### src/rtl/bp_pkg.sv
// Shared types, direction-counter encodings and address slicing helpers
// for the fetch-stage branch predictor.
package bp_pkg;

  localparam logic [1:0] SNT = 2'b00;
  localparam logic [1:0] WNT = 2'b01;
  localparam logic [1:0] WT  = 2'b10;
  localparam logic [1:0] ST  = 2'b11;

  // Generic weak encodings for any counter width up to 8 bits.
  function automatic logic [7:0] weak_t(input int n);
    return 8'(1) << (n - 1);
  endfunction

  function automatic logic [7:0] weak_nt(input int n);
    return (8'(1) << (n - 1)) - 8'd1;
  endfunction

  // Entry layout for the default geometry (WIDTH=32, ENTRIES=16, CNT_BITS=2).
  typedef struct packed {
    logic        valid;
    logic [25:0] tag;
    logic [31:0] target;
    logic        jump;
    logic [1:0]  cnt;
  } bp_entry_t;

  function automatic logic [31:0] bp_idx(input logic [63:0] pc, input int idx_w);
    return 32'((pc >> 2) & ((64'd1 << idx_w) - 64'd1));
  endfunction

  function automatic logic [63:0] bp_tag(input logic [63:0] pc, input int idx_w);
    return pc >> (idx_w + 2);
  endfunction

endpackage

### src/rtl/branch_predictor_sat_counter.sv
// Combinational next-value logic for a saturating up/down counter with a
// priority load.
module sat_counter #(
  parameter int CNT_BITS = 2
) (
  input  logic [CNT_BITS-1:0] i_cnt,
  input  logic                i_inc,
  input  logic                i_dec,
  input  logic                i_load,
  input  logic [CNT_BITS-1:0] i_load_val,
  output logic [CNT_BITS-1:0] o_next
);

  always_comb begin
    o_next = i_cnt;
    if (i_load)
      o_next = i_load_val;
    else if (i_inc && !(&i_cnt))
      o_next = i_cnt + CNT_BITS'(1);
    else if (i_dec && (|i_cnt))
      o_next = i_cnt - CNT_BITS'(1);
  end

endmodule

### src/rtl/branch_predictor.sv
// Direct-mapped BTB with per-entry direction counters: zero-latency lookup
// from IF, training from ID, plus lookup/mispredict performance counters.
module branch_predictor
  import bp_pkg::*;
#(
  parameter int WIDTH    = 32,
  parameter int ENTRIES  = 16,
  parameter int CNT_BITS = 2
) (
  input  logic             CLK,
  input  logic             RST,
  input  logic [WIDTH-1:0] if_pc,
  input  logic             lookup_en,
  output logic             pred_taken,
  output logic [WIDTH-1:0] pred_target,
  input  logic             upd_valid,
  input  logic [WIDTH-1:0] upd_pc,
  input  logic             upd_is_jump,
  input  logic             upd_taken,
  input  logic [WIDTH-1:0] upd_target,
  input  logic             upd_mispredict,
  input  logic             flush_all,
  output logic [31:0]      cnt_lookup,
  output logic [31:0]      cnt_mispredict
);

  localparam int IDX   = $clog2(ENTRIES);
  localparam int TAG_W = WIDTH - IDX - 2;
  localparam logic [7:0] WT8  = weak_t(CNT_BITS);
  localparam logic [7:0] WNT8 = weak_nt(CNT_BITS);
  localparam logic [CNT_BITS-1:0] CNT_WT  = WT8[CNT_BITS-1:0];
  localparam logic [CNT_BITS-1:0] CNT_WNT = WNT8[CNT_BITS-1:0];

  typedef struct packed {
    logic                valid;
    logic [TAG_W-1:0]    tag;
    logic [WIDTH-1:0]    target;
    logic                jump;
    logic [CNT_BITS-1:0] cnt;
  } entry_t;

  entry_t r_tbl [ENTRIES];
  logic [31:0] r_cnt_lookup;
  logic [31:0] r_cnt_mis;

  logic [IDX-1:0]      w_lk_idx;
  logic [TAG_W-1:0]    w_lk_tag;
  logic                w_lk_hit;
  logic [IDX-1:0]      w_up_idx;
  logic [TAG_W-1:0]    w_up_tag;
  logic                w_up_hit;
  logic                w_up_we;
  logic [CNT_BITS-1:0] w_cnt_nxt;

  assign w_lk_idx = IDX'(bp_idx(64'(if_pc), IDX));
  assign w_lk_tag = TAG_W'(bp_tag(64'(if_pc), IDX));
  assign w_up_idx = IDX'(bp_idx(64'(upd_pc), IDX));
  assign w_up_tag = TAG_W'(bp_tag(64'(upd_pc), IDX));

  // Lookup reads only registered state, so a same-cycle update is not seen.
  assign w_lk_hit    = r_tbl[w_lk_idx].valid && (r_tbl[w_lk_idx].tag == w_lk_tag);
  assign pred_taken  = w_lk_hit && (r_tbl[w_lk_idx].jump || r_tbl[w_lk_idx].cnt[CNT_BITS-1]);
  assign pred_target = pred_taken ? r_tbl[w_lk_idx].target : if_pc + WIDTH'(4);

  assign w_up_hit = r_tbl[w_up_idx].valid && (r_tbl[w_up_idx].tag == w_up_tag);
  assign w_up_we  = upd_valid && (upd_taken || w_up_hit);

  sat_counter #(.CNT_BITS(CNT_BITS)) u_sat_counter (
    .i_cnt      (r_tbl[w_up_idx].cnt),
    .i_inc      (w_up_hit && upd_taken),
    .i_dec      (w_up_hit && !upd_taken),
    .i_load     (!w_up_hit && upd_taken),
    .i_load_val (upd_is_jump ? {CNT_BITS{1'b1}} : CNT_WT),
    .o_next     (w_cnt_nxt)
  );

  // Tags, targets and jump flags are only meaningful behind a valid bit,
  // so reset leaves them alone.
  always_ff @(posedge CLK or negedge RST) begin
    if (!RST) begin
      for (int i = 0; i < ENTRIES; i++) begin
        r_tbl[i].valid <= 1'b0;
        r_tbl[i].cnt   <= CNT_WNT;
      end
      r_cnt_lookup <= '0;
      r_cnt_mis    <= '0;
    end else begin
      if (lookup_en)
        r_cnt_lookup <= r_cnt_lookup + 32'd1;
      if (upd_valid && upd_mispredict)
        r_cnt_mis <= r_cnt_mis + 32'd1;
      if (flush_all) begin
        for (int i = 0; i < ENTRIES; i++)
          r_tbl[i].valid <= 1'b0;
      end else if (w_up_we) begin
        r_tbl[w_up_idx].cnt <= w_cnt_nxt;
        if (upd_taken) begin
          r_tbl[w_up_idx].valid  <= 1'b1;
          r_tbl[w_up_idx].tag    <= w_up_tag;
          r_tbl[w_up_idx].target <= upd_target;
          r_tbl[w_up_idx].jump   <= upd_is_jump;
        end
      end
    end
  end

  assign cnt_lookup     = r_cnt_lookup;
  assign cnt_mispredict = r_cnt_mis;

endmodule

### config.mk
export PLATFORM = sky130hd
export DESIGN_NAME = branch_predictor
export DESIGN_NICKNAME = d
export VERILOG_FILES = /design/src/rtl/bp_pkg.sv /design/src/rtl/branch_predictor_sat_counter.sv /design/src/rtl/branch_predictor.sv
export SDC_FILE = /design/constraint.sdc
export NUM_CORES = 1
export LEC_CHECK = 0
export ABC_CLOCK_PERIOD_IN_PS = 9000
export CELL_PAD_IN_SITES_DETAIL_PLACEMENT = 1
export CELL_PAD_IN_SITES_GLOBAL_PLACEMENT = 2
export CORE_MARGIN = 10
export CORE_UTILIZATION = 45
export CTS_BUF_LIST = sky130_fd_sc_hd__clkbuf_8
export CTS_CLUSTER_DIAMETER = 60
export CTS_CLUSTER_SIZE = 12
export DETAILED_ROUTE_END_ITERATION = 16
export GPL_TIMING_DRIVEN = 1
export PLACE_DENSITY = 0.87
export SETUP_SLACK_MARGIN = 0.15
export SYNTH_ARGS = -nofsm -noshare
export SYNTH_HDL_FRONTEND = slang
export SYNTH_SLANG_ARGS = --single-unit
### constraint.sdc
create_clock -name CLK -period 9 [get_ports CLK]
set_input_delay 2.7 -clock CLK [delete_from_list [all_inputs] [get_ports CLK]]
set_output_delay 2.7 -clock CLK [all_outputs]
set_load 0.02 [all_outputs]
After elaboration in Yosys (flattened, before gate mapping)

Index checks and enable logic that the tools add are counted.

$add $sub $neg: 5
Multiply operators: 0
Divide/modulo/power cells: 0
Order comparisons: 3
Equality and inequality tests: 2
Shift operators: 0
Mux-type cells: 44
Bitwise logic cells: 3
Reductions and logical operators: 21

Operators by type and width:

| cell                  | number |
|---|---|
| $bwmux 992            | 5 |
| $mux 992              | 2 |
| $demux 62 s4          | 5 |
| $bmux 62 s4           | 2 |
| $mux 62               | 5 |
| $add 32x1->32 const B | 2 |
| $mux 61               | 1 |
| $eq 26x26->1          | 2 |
| $mux 35               | 1 |
| $add 32x3->32 const B | 1 |
| $mux 32               | 1 |
| $mux 1                | 17 |
| $logic_and 1x1->1     | 11 |
| $ge 5x5->1 const B    | 2 |
| $not 4->5             | 2 |
| $mux 2                | 4 |
| $lt 5x1->1 const B    | 1 |
| $reduce_and 2->1      | 2 |
| $logic_not 1->1       | 3 |
| $mux 3                | 1 |
| $reduce_and 3->1      | 1 |
| $add 2x1->2 const B   | 1 |
| $logic_or 1x1->1      | 2 |
| $reduce_bool 2->1     | 1 |
| 3 further kinds       | 3 |

Register bits after elaboration: 1056
Latch bits: 0
Memory bits (writable): 0
Bits in read-only memories: 0
Input bits: 104
Output and inout port bits: 97
Memories kept: 0

Logic depth before layout (Yosys ltp)

Gate-level depths: netlist (run 1).

Depth in word-level cells: 19
Depth in mapped cells: 15
Depth with buffers taken out: 9

Cells and area by module

From an unflattened synthesis (run 1), not the netlist that was laid out.

Cell total of the unflattened synthesis: 2359
Area, all modules: 46000.4 µm²

Modules (own cells, without submodules):

| module           | times used | cells an instance | area an instance (µm²) |
|---|---|---|---|
| branch_predictor | 1          | 2345              | 45880.3 |
| sat_counter      | 1          | 14                | 120.1 |

Least setup slack after synthesis (run 1)

OpenSTA, ideal clock, no wires.

Path type: input to output
From: input if_pc[2]
To: output pred_target[10]
Arrival time: 5.691 ns
Data required time: 6.300 ns
Setup slack: 0.609 ns
Cell stages on the path: 10
Cells stage by stage: clkbuf_1 -> buf_1 -> mux4_2 -> mux4_2 -> xnor2_1 -> nand4_1 -> nor3_1 -> nand4_1 -> clkbuf_1 -> mux2_2

Word-level cells in the longest chain between the ends: 8

Ends and longest elaborated chain:

| item                                       | RTL line                                                               | source |
|---|---|---|
| start, declared                            | branch_predictor.sv:12                                                 | `input logic [WIDTH-1:0] if_pc,` |
| $not 4->5 (implied by the code)            | branch_predictor.sv:61, branch_predictor.sv:62, branch_predictor.sv:63 |  |
| $bmux 62 s4                                | branch_predictor.sv:61, branch_predictor.sv:62, branch_predictor.sv:63 |  |
| $mux 62 (implied by the code) (2 in a row) | branch_predictor.sv:63                                                 | `assign pred_target = pred_taken ? r_tbl[w_lk_idx].target : if_pc + WIDTH'(4);` |
| $eq 26x26->1                               | branch_predictor.sv:61                                                 | `assign w_lk_hit = r_tbl[w_lk_idx].valid && (r_tbl[w_lk_idx].tag == w_lk_tag);` |
| $logic_and 1x1->1                          | branch_predictor.sv:61                                                 |  |
| $logic_and 1x1->1                          | branch_predictor.sv:62                                                 | `assign pred_taken = w_lk_hit && (r_tbl[w_lk_idx].jump \|\| r_tbl[w_lk_idx].cnt[CNT_BITS-1]);` |
| $mux 32 (*)                                | branch_predictor.sv:63                                                 |  |
| end, declared                              | branch_predictor.sv:15                                                 | `output logic [WIDTH-1:0] pred_target,` |

Every way passes the cells marked *; elsewhere a longest branch is shown, timed or not. The select of a mux whose other input is x is not followed.

Final worst setup path (run 1)

From: input if_pc[2]
To: output pred_target[18]

Same word-level chain as after synthesis.

==> parameters.txt, run 1 <==
Parameter                              Value

Run status
  Result of the run    complete, no violations

Critical path
  Crit path arrival time    6.09 ns
  Reg-to-Reg End    r_tbl[124]
  Crit path kind    input port to output pin
  Crit-path most repeated cell    sky130_fd_sc_hd__buf_12
  CP peak stage delay    0.60 ns
  Worst-path fanout max    14
  Worst r2r src    r_tbl[292]
  Reg2reg setup slack    4.24 ns
  Top delay family on crit path    multiplexers
  Required arrival time at the worst endpoint    6.30 ns
  Highest-delay cell along the critical path    sky130_fd_sc_hd__mux4_2
  Number of buffer and inverter instances along the worst setup path    6
  Crit path capture type    output pin
  Critical Path Source Type    input port
  Depth of the worst register-to-register path    9
  Critical-path cell list    buf_12, buf_12, buf_6, mux4_2, mux4_2, xor2_1, nor4_2, nand4_1, buf_6, buf_12, mux2_2, dlygate4sd2_1

Timing
  Post-layout worst setup margin    0.207 ns
  Post-Route Skew    0.0461 ns
  Setup Viol. Count Final    0
  Setup repair after global routing missed its margin    false
  Achievable Freq    114 MHz
  Final hold violation count    0
  Slew of the pin with the lowest slew margin    1.29 ns
  Max-slew headroom at the worst pin    0.118
  Share of the clock period used by the worst path after layout    0.977
  Shortest period the worst path allows    8.79 ns
  Final-layout setup total negative slack    0 ns
  Final Max Tran Viols    0

Worst hold path
  Worst Hold Depth    1
  Hold-critical path endpoint    cnt_lookup[31]
  Hold path startpoint    cnt_lookup[31]
  Classification of the worst-slack hold path    flip-flop to flip-flop

Pwr
  Net switching fraction of the power    0.239
  Internal Dissipation    6.99 mW
  Power density over cell area    178 nW/um^2
  Worst IR drop on VDD    134 uV
  Switch Pwr    2.19 mW
  Static leakage power    16.8 nW
  Clock power frac    0.304
  Combinational cell fraction of total power    0.100
  Flop pwr share    0.596

Synth
  Register bit total from synthesis    1,056
  Area share of the largest cell type after synthesis    0.618
  Synth unique cells    67
  Cell Area, Synth    45,800 um^2
  Net count after synthesis    2,451
  Leading post-synthesis cells by cell area    sky130_fd_sc_hd__edfxtp_1 62%, sky130_fd_sc_hd__mux4_2 19%, sky130_fd_sc_hd__dfrtp_1 5.2%, sky130_fd_sc_hd__mux2i_1 2.0%, sky130_fd_sc_hd__xnor2_1 1.9%
  Yosys Warn Count    0
  Post-synthesis average cell area    19.6 um^2
  Sequential area share after synthesis    0.680
  Commonest register cell after synthesis    sky130_fd_sc_hd__edfxtp_1
  Number of standard cells after synthesis    2,342
  Async S/R FF share, synth    0.106
  Count of flip-flops with a built-in enable after synthesis    944
  Leading area contributor after synthesis    sky130_fd_sc_hd__edfxtp_1

Clocking
  Hold buffer count at CTS    0
  Master cell of the clock root buffer    sky130_fd_sc_hd__clkbuf_8
  Level count of the clock H-tree    3
  CTS sink cnt    1,056
  Clock-pin slew on the worst setup and hold paths    0.09 ns
  CTS tree    done
  Skew-Pair Late Insertion Delay    0.80 ns
  Post-CTS Repair Setup Buffers    0
  Largest buffer count on any clock path    3
  Number of clock buffers inserted by TritonCTS    103

Place
  Count of input and output buffers    198
  Final Wtd Congestion    0.798
  Placed wire-length estimate    79,000 um
  Placement-stage worst setup slack    -0.163 ns
  Number of instances in the placed design    3,855

Routing
  Antenna-violating nets left    0
  DRT Wirelength    130,000 um
  Drc violations    0
  First-pass detailed-route iteration total    7
  Total via count after detailed routing    25,400
  DRT iter0 DRCs    2,952
  Average wire per cell in the routed design    32.6 um
  Vias per std cell    6.35

Die
  Starting density of the core    0.452
  Horizontal die dimension    339 um
  Vertical die dimension    339 um
  Placeable core region    101,000 um^2
  Number of top-level pins    201
  Die outline area    115,000 um^2
  Placement Rows    117

Final layout
  Layout cells sized above 1    0.262
  Cell Count, Final, Fillers Out    4,001
  Final Util    0.509
  P&R area growth vs syn    12.7%
  Number of nets in the layout    2,702

Global route
  Antenna violations before repair    13
  Maximum number of pins on one net before global-route repair    64
  First-pass GRT wire length    190,000 um
  Global route total overflow    0
  Via count of the first global-routing pass    26,900
  GRT Total Usage    0.223

Run
  Max capacitance violation total    0
## per-layer routing
| metal | global-route usage | vias to the layer above | wire, um | share of wire |
|---|---|---|---|---|
| li1 | - | 10100 | - | - |
| met1 | 0.304 | 13700 | 51100 | 0.39 |
| met2 | 0.367 | 1360 | 64400 | 0.49 |
| met3 | 0.0359 | 251 | 10900 | 0.083 |
| met4 | 0.0682 | 14 | 3820 | 0.029 |
| met5 | 0 | - | 89 | 0.00068 |
## cell usage in the layout (no fill, tap or decap), drive strengths merged, types with 5 or more instances in the layout
| master | synthesis | final |
|---|---|---|
| nor3 | 12 | 12 |
| buf | 76 | 87 |
| nand3 | 39 | 39 |
| dlygate4sd2 | 0 | 32 |
| clkdlybuf4s50 | 0 | 157 |
| and3 | 12 | 12 |
| nand4 | 24 | 24 |
| a221oi | 5 | 5 |
| nand2 | 74 | 74 |
| and4 | 7 | 7 |
| o211ai | 10 | 10 |
| edfxtp | 944 | 944 |
| a22o | 9 | 9 |
| and2 | 6 | 6 |
| dfrtp | 96 | 96 |
| clkbuf | 55 | 106 |
| nor2 | 98 | 98 |
| clkinv | 0 | 8 |
| dfstp | 16 | 16 |
| a21oi | 60 | 60 |
| inv | 23 | 45 |
| nor2b | 7 | 7 |
| o21ai | 22 | 22 |
| xor2 | 49 | 49 |
| mux2i | 94 | 94 |
| mux2 | 51 | 51 |
| xnor2 | 97 | 97 |
| ha | 5 | 5 |
| a22oi | 13 | 13 |
| mux4 | 385 | 385 |
## Yosys cell counts, types with 8 or more instances
| cell type | instances |
|---|---|
| sky130_fd_sc_hd__clkbuf_1 | 53 |
| sky130_fd_sc_hd__mux2i_1 | 93 |
| sky130_fd_sc_hd__nand4_1 | 24 |
| sky130_fd_sc_hd__buf_1 | 25 |
| sky130_fd_sc_hd__nor2_1 | 97 |
| sky130_fd_sc_hd__a22oi_1 | 13 |
| sky130_fd_sc_hd__mux4_2 | 385 |
| sky130_fd_sc_hd__dfrtp_1 | 96 |
| sky130_fd_sc_hd__buf_6 | 8 |
| sky130_fd_sc_hd__xor2_1 | 49 |
| sky130_fd_sc_hd__a21oi_1 | 60 |
| sky130_fd_sc_hd__dfstp_2 | 16 |
| sky130_fd_sc_hd__mux2_2 | 51 |
| sky130_fd_sc_hd__nand2_1 | 74 |
| sky130_fd_sc_hd__and3_1 | 12 |
| sky130_fd_sc_hd__buf_2 | 31 |
| sky130_fd_sc_hd__nor3_1 | 12 |
| sky130_fd_sc_hd__xnor2_1 | 97 |
| sky130_fd_sc_hd__nand3_1 | 39 |
| sky130_fd_sc_hd__edfxtp_1 | 944 |
| sky130_fd_sc_hd__buf_4 | 12 |
| sky130_fd_sc_hd__o211ai_1 | 10 |
| sky130_fd_sc_hd__o21ai_0 | 22 |
| sky130_fd_sc_hd__a22o_1 | 9 |
| sky130_fd_sc_hd__inv_1 | 21 |
## per-stage QoR
| stage | instance area [um^2] | hold WS [ns] | total power [mW] |
|---|---|---|---|
| CTS | 51600 | 0.487 | 9.25 |
| detailed placement | 49900 | 0.475 | 6.51 |
| floorplan | 45800 | 0.472 | 6.10 |
| finish | 51700 | 0.485 | 9.19 |
| global route | 51700 | 0.497 | 9.50 |
| global placement | 49900 | 0.462 | 6.46 |
## registers in the layout (all words and copies together) (netlist names)
| register | flops |
|---|---|
| r_tbl | 992 |
| cnt_mispredict | 32 |
| cnt_lookup | 32 |
## repair_timing
item / in CTS / in global routing
gates resized for setup: 33 / 8
gates cloned: 0 / 1
pin swaps: 1 / 2
setup endpoints to repair: 32 / 23
## cells by family after synthesis
group	share of synthesized area
fa+ha+maj	0.00136
buf+inv	0.0158
flops	0.680
compound gates	0.0220
simple gates	0.0305
xor+xnor	0.0279
mux	0.222
## power by group through the flow
stage | clock network, mW | logic, mW | registers, mW
5_1_grt | 3.03 | 0.977 | 5.49
3_5_place_dp | 0 | 0.921 | 5.59
3_3_place_gp | 0 | 0.886 | 5.58
4_1_cts | 2.85 | 0.919 | 5.48
2_1_floorplan | 0 | 0.497 | 5.60
6_report | 2.79 | 0.919 | 5.48
## cell type report
cell class,count,area [um^2]
Tap cell,1368,1710
Timing Repair Buffer,277,2890
Clock inverter,37,288
Clock buffer,105,1450
Multi-Input combinational cell,1132,14100
Fill cell,9180,49800
Sequential cell,1056,31200
Antenna cell,3,7.51
Inverter,23,86.3
## how the worst max path moves through the flow
stage / startpoint / end / slack, ns / depth (start not counted)
2_1_floorplan: if_pc[2] / pred_target[10] / 0.61 / 10
3_3_place_gp: if_pc[2] / pred_target[17] / -0.05 / 12
3_5_place_dp: if_pc[2] / pred_target[18] / -0.16 / 12
4_1_cts: if_pc[2] / pred_target[18] / 0.15 / 12
5_1_grt: if_pc[2] / pred_target[18] / 0.16 / 12
6_report: if_pc[2] / pred_target[18] / 0.21 / 12
Note: power is estimated with default switching activity, not from simulation.
==> inputs of run 2 (changes only) <==
- ABC_CLOCK_PERIOD_IN_PS: 9000 -> 11200
- clock period: 9 -> 11.2 ns (I/O delays scaled with it)
==> parameters.txt, run 2 (synthesis results as in run 1) <==
Parameter                              Value

Global route
  Global route total overflow    0
  Maximum number of pins on one net before global-route repair    115
  GRT Total Usage    0.217
  Antenna violations before repair    16
  Via count of the first global-routing pass    26,900
  First-pass GRT wire length    186,000 um

Critical path
  Number of buffer and inverter instances along the worst setup path    4
  CP peak stage delay    0.59 ns
  Required arrival time at the worst endpoint    7.84 ns
  Crit path kind    input port to output pin
  Worst-path fanout max    37
  Crit path capture type    output pin
  Top delay family on crit path    buffers and inverters
  Crit path arrival time    7.28 ns
  Critical-path cell list    buf_8, buf_4, mux4_2, mux4_2, xnor2_1, nand4_1, nor2_1, nand4_1, buf_4, mux2_2, clkdlybuf4s50_1
  Critical Path Source Type    input port
  Highest-delay cell along the critical path    sky130_fd_sc_hd__mux4_2

Timing
  Worst hold-check slack    0.494 ns
  Final Max Tran Viols    0
  Setup repair after global routing missed its margin    false
  Setup Viol. Count Final    0
  Post-Route Skew    0.0862 ns
  Final-layout setup total negative slack    0 ns
  Max-slew headroom at the worst pin    0.174
  Final hold violation count    0
  Slew of the pin with the lowest slew margin    1.24 ns
  Share of the clock period used by the worst path after layout    0.950
  Shortest period the worst path allows    10.64 ns
  Achievable Freq    94.0 MHz

Routing
  DRT Wirelength    127,000 um
  First-pass detailed-route iteration total    5
  Vias per std cell    6.26
  Antenna-violating nets left    0
  DRT iter0 DRCs    2,549
  Drc violations    0
  Total via count after detailed routing    25,000
  Average wire per cell in the routed design    31.8 um

Place
  Placed wire-length estimate    77,900 um
  Final Wtd Congestion    0.806
  Count of input and output buffers    198

Final layout
  P&R area growth vs syn    11.9%
  Most common cell after layout, fill and taps aside    sky130_fd_sc_hd__edfxtp_1
  Number of flip-flops in the largest register    992
  Number of nets in the layout    2,687
  Layout cells sized above 1    0.257
  Register containing the most flip-flops in the final layout    r_tbl
  Top library cells by usage in the layout, fill and taps aside    944 x sky130_fd_sc_hd__edfxtp_1, 385 x sky130_fd_sc_hd__mux4_2, 189 x sky130_fd_sc_hd__clkdlybuf4s50_1

Pwr
  Worst IR drop on VDD    114 uV
  Static leakage power    16.6 nW
  Power density over cell area    143 nW/um^2

Die
  Placeable core region    101,000 um^2
  Starting density of the core    0.452
  Vertical die dimension    339 um
  Number of top-level pins    201
  Horizontal die dimension    339 um
  Die outline area    115,000 um^2
  Placement Rows    117

Clocking
  Quantity of gates resized following cts    0
  Clock-pin slew on the worst setup and hold paths    0.08 ns
  CTS sink cnt    1,056
  Master cell of the clock root buffer    sky130_fd_sc_hd__clkbuf_8
  Largest buffer count on any clock path    3
  CTS tree    done
  Level count of the clock H-tree    3
  Post-CTS Repair Setup Buffers    0
  Number of clock buffers inserted by TritonCTS    102
  Skew-Pair Late Insertion Delay    0.82 ns
  Hold buffer count at CTS    0

Run status
  Result of the run    complete, no violations

Worst hold path
  Classification of the worst-slack hold path    flip-flop to flip-flop

Run
  Max capacitance violation total    0
==> run 2: report_power, final <==
| group | internal (mW) | switching [mW] | total (mW) |
|---|---|---|---|
| sequential | 4.35 | 0.0480 | 4.40 |
| clock | 0.898 | 1.31 | 2.21 |
| combinational | 0.329 | 0.397 | 0.726 |
| total | 5.58 | 1.75 | 7.33 |
==> run 2: worst register-to-register path, cell delays in order (launching register included) <==
cell                        delay [ns]
sky130_fd_sc_hd__edfxtp_1         0.42
sky130_fd_sc_hd__mux4_2           0.48
sky130_fd_sc_hd__mux2i_1          0.21
sky130_fd_sc_hd__o21ai_0          0.23
sky130_fd_sc_hd__a2111oi_0        0.88
sky130_fd_sc_hd__o221ai_1         0.65
sky130_fd_sc_hd__o31ai_4          1.15
sky130_fd_sc_hd__nand2_1          0.24
sky130_fd_sc_hd__mux2_2           0.34
==> run 2: layout make-up <==
type                            count  area (um^2)
Sequential cell                  1056        31200
Antenna cell                        4         10.0
Fill cell                        9156        50100
Timing Repair Buffer              263         2530
Clock inverter                     42          303
Tap cell                         1368         1710
Clock buffer                      103         1420
Multi-Input combinational cell   1132        14100
Inverter                           23         86.3
==> run 2: through the flow <==
stage	util	worst slack, ns	std cells	power [mW]	area [um^2]
6_report	0.506	0.559	3991	7.33	51300
5_1_grt	0.506	0.417	3989	7.59	51300
4_1_cts	0.506	0.542	3987	7.40	51300
3_5_place_dp	0.489	0.568	3842	5.22	49600
3_3_place_gp	0.489	0.580	3842	5.18	49600
2_1_floorplan	-	1.49	2342	4.90	45800
==> run 2: metal layers <==
layer  vias up  global-route usage  share of wire  routed length, um
li1      10100                   -              -                  -
met1     13400               0.290           0.39              49800
met2      1287               0.359           0.50              63000
met3       246              0.0407          0.083              10500
met4        16              0.0685          0.029               3670
met5         -                   0        0.00062                 79
==> run 2: final timing paths <==
kind	start	to	slack (ns)	cells after the start
min	cnt_lookup[31]	cnt_lookup[31]	0.49	1
max	if_pc[2]	pred_target[31]	0.56	11
min reg2reg	cnt_lookup[31]	cnt_lookup[31]	0.49	1
min in group asynchronous	RST	cnt_mispredict[30]	2.67	1
max reg2reg	r_tbl[416]	r_tbl[435]	6.42	8
max in group asynchronous	RST	r_tbl[1]	7.29	2
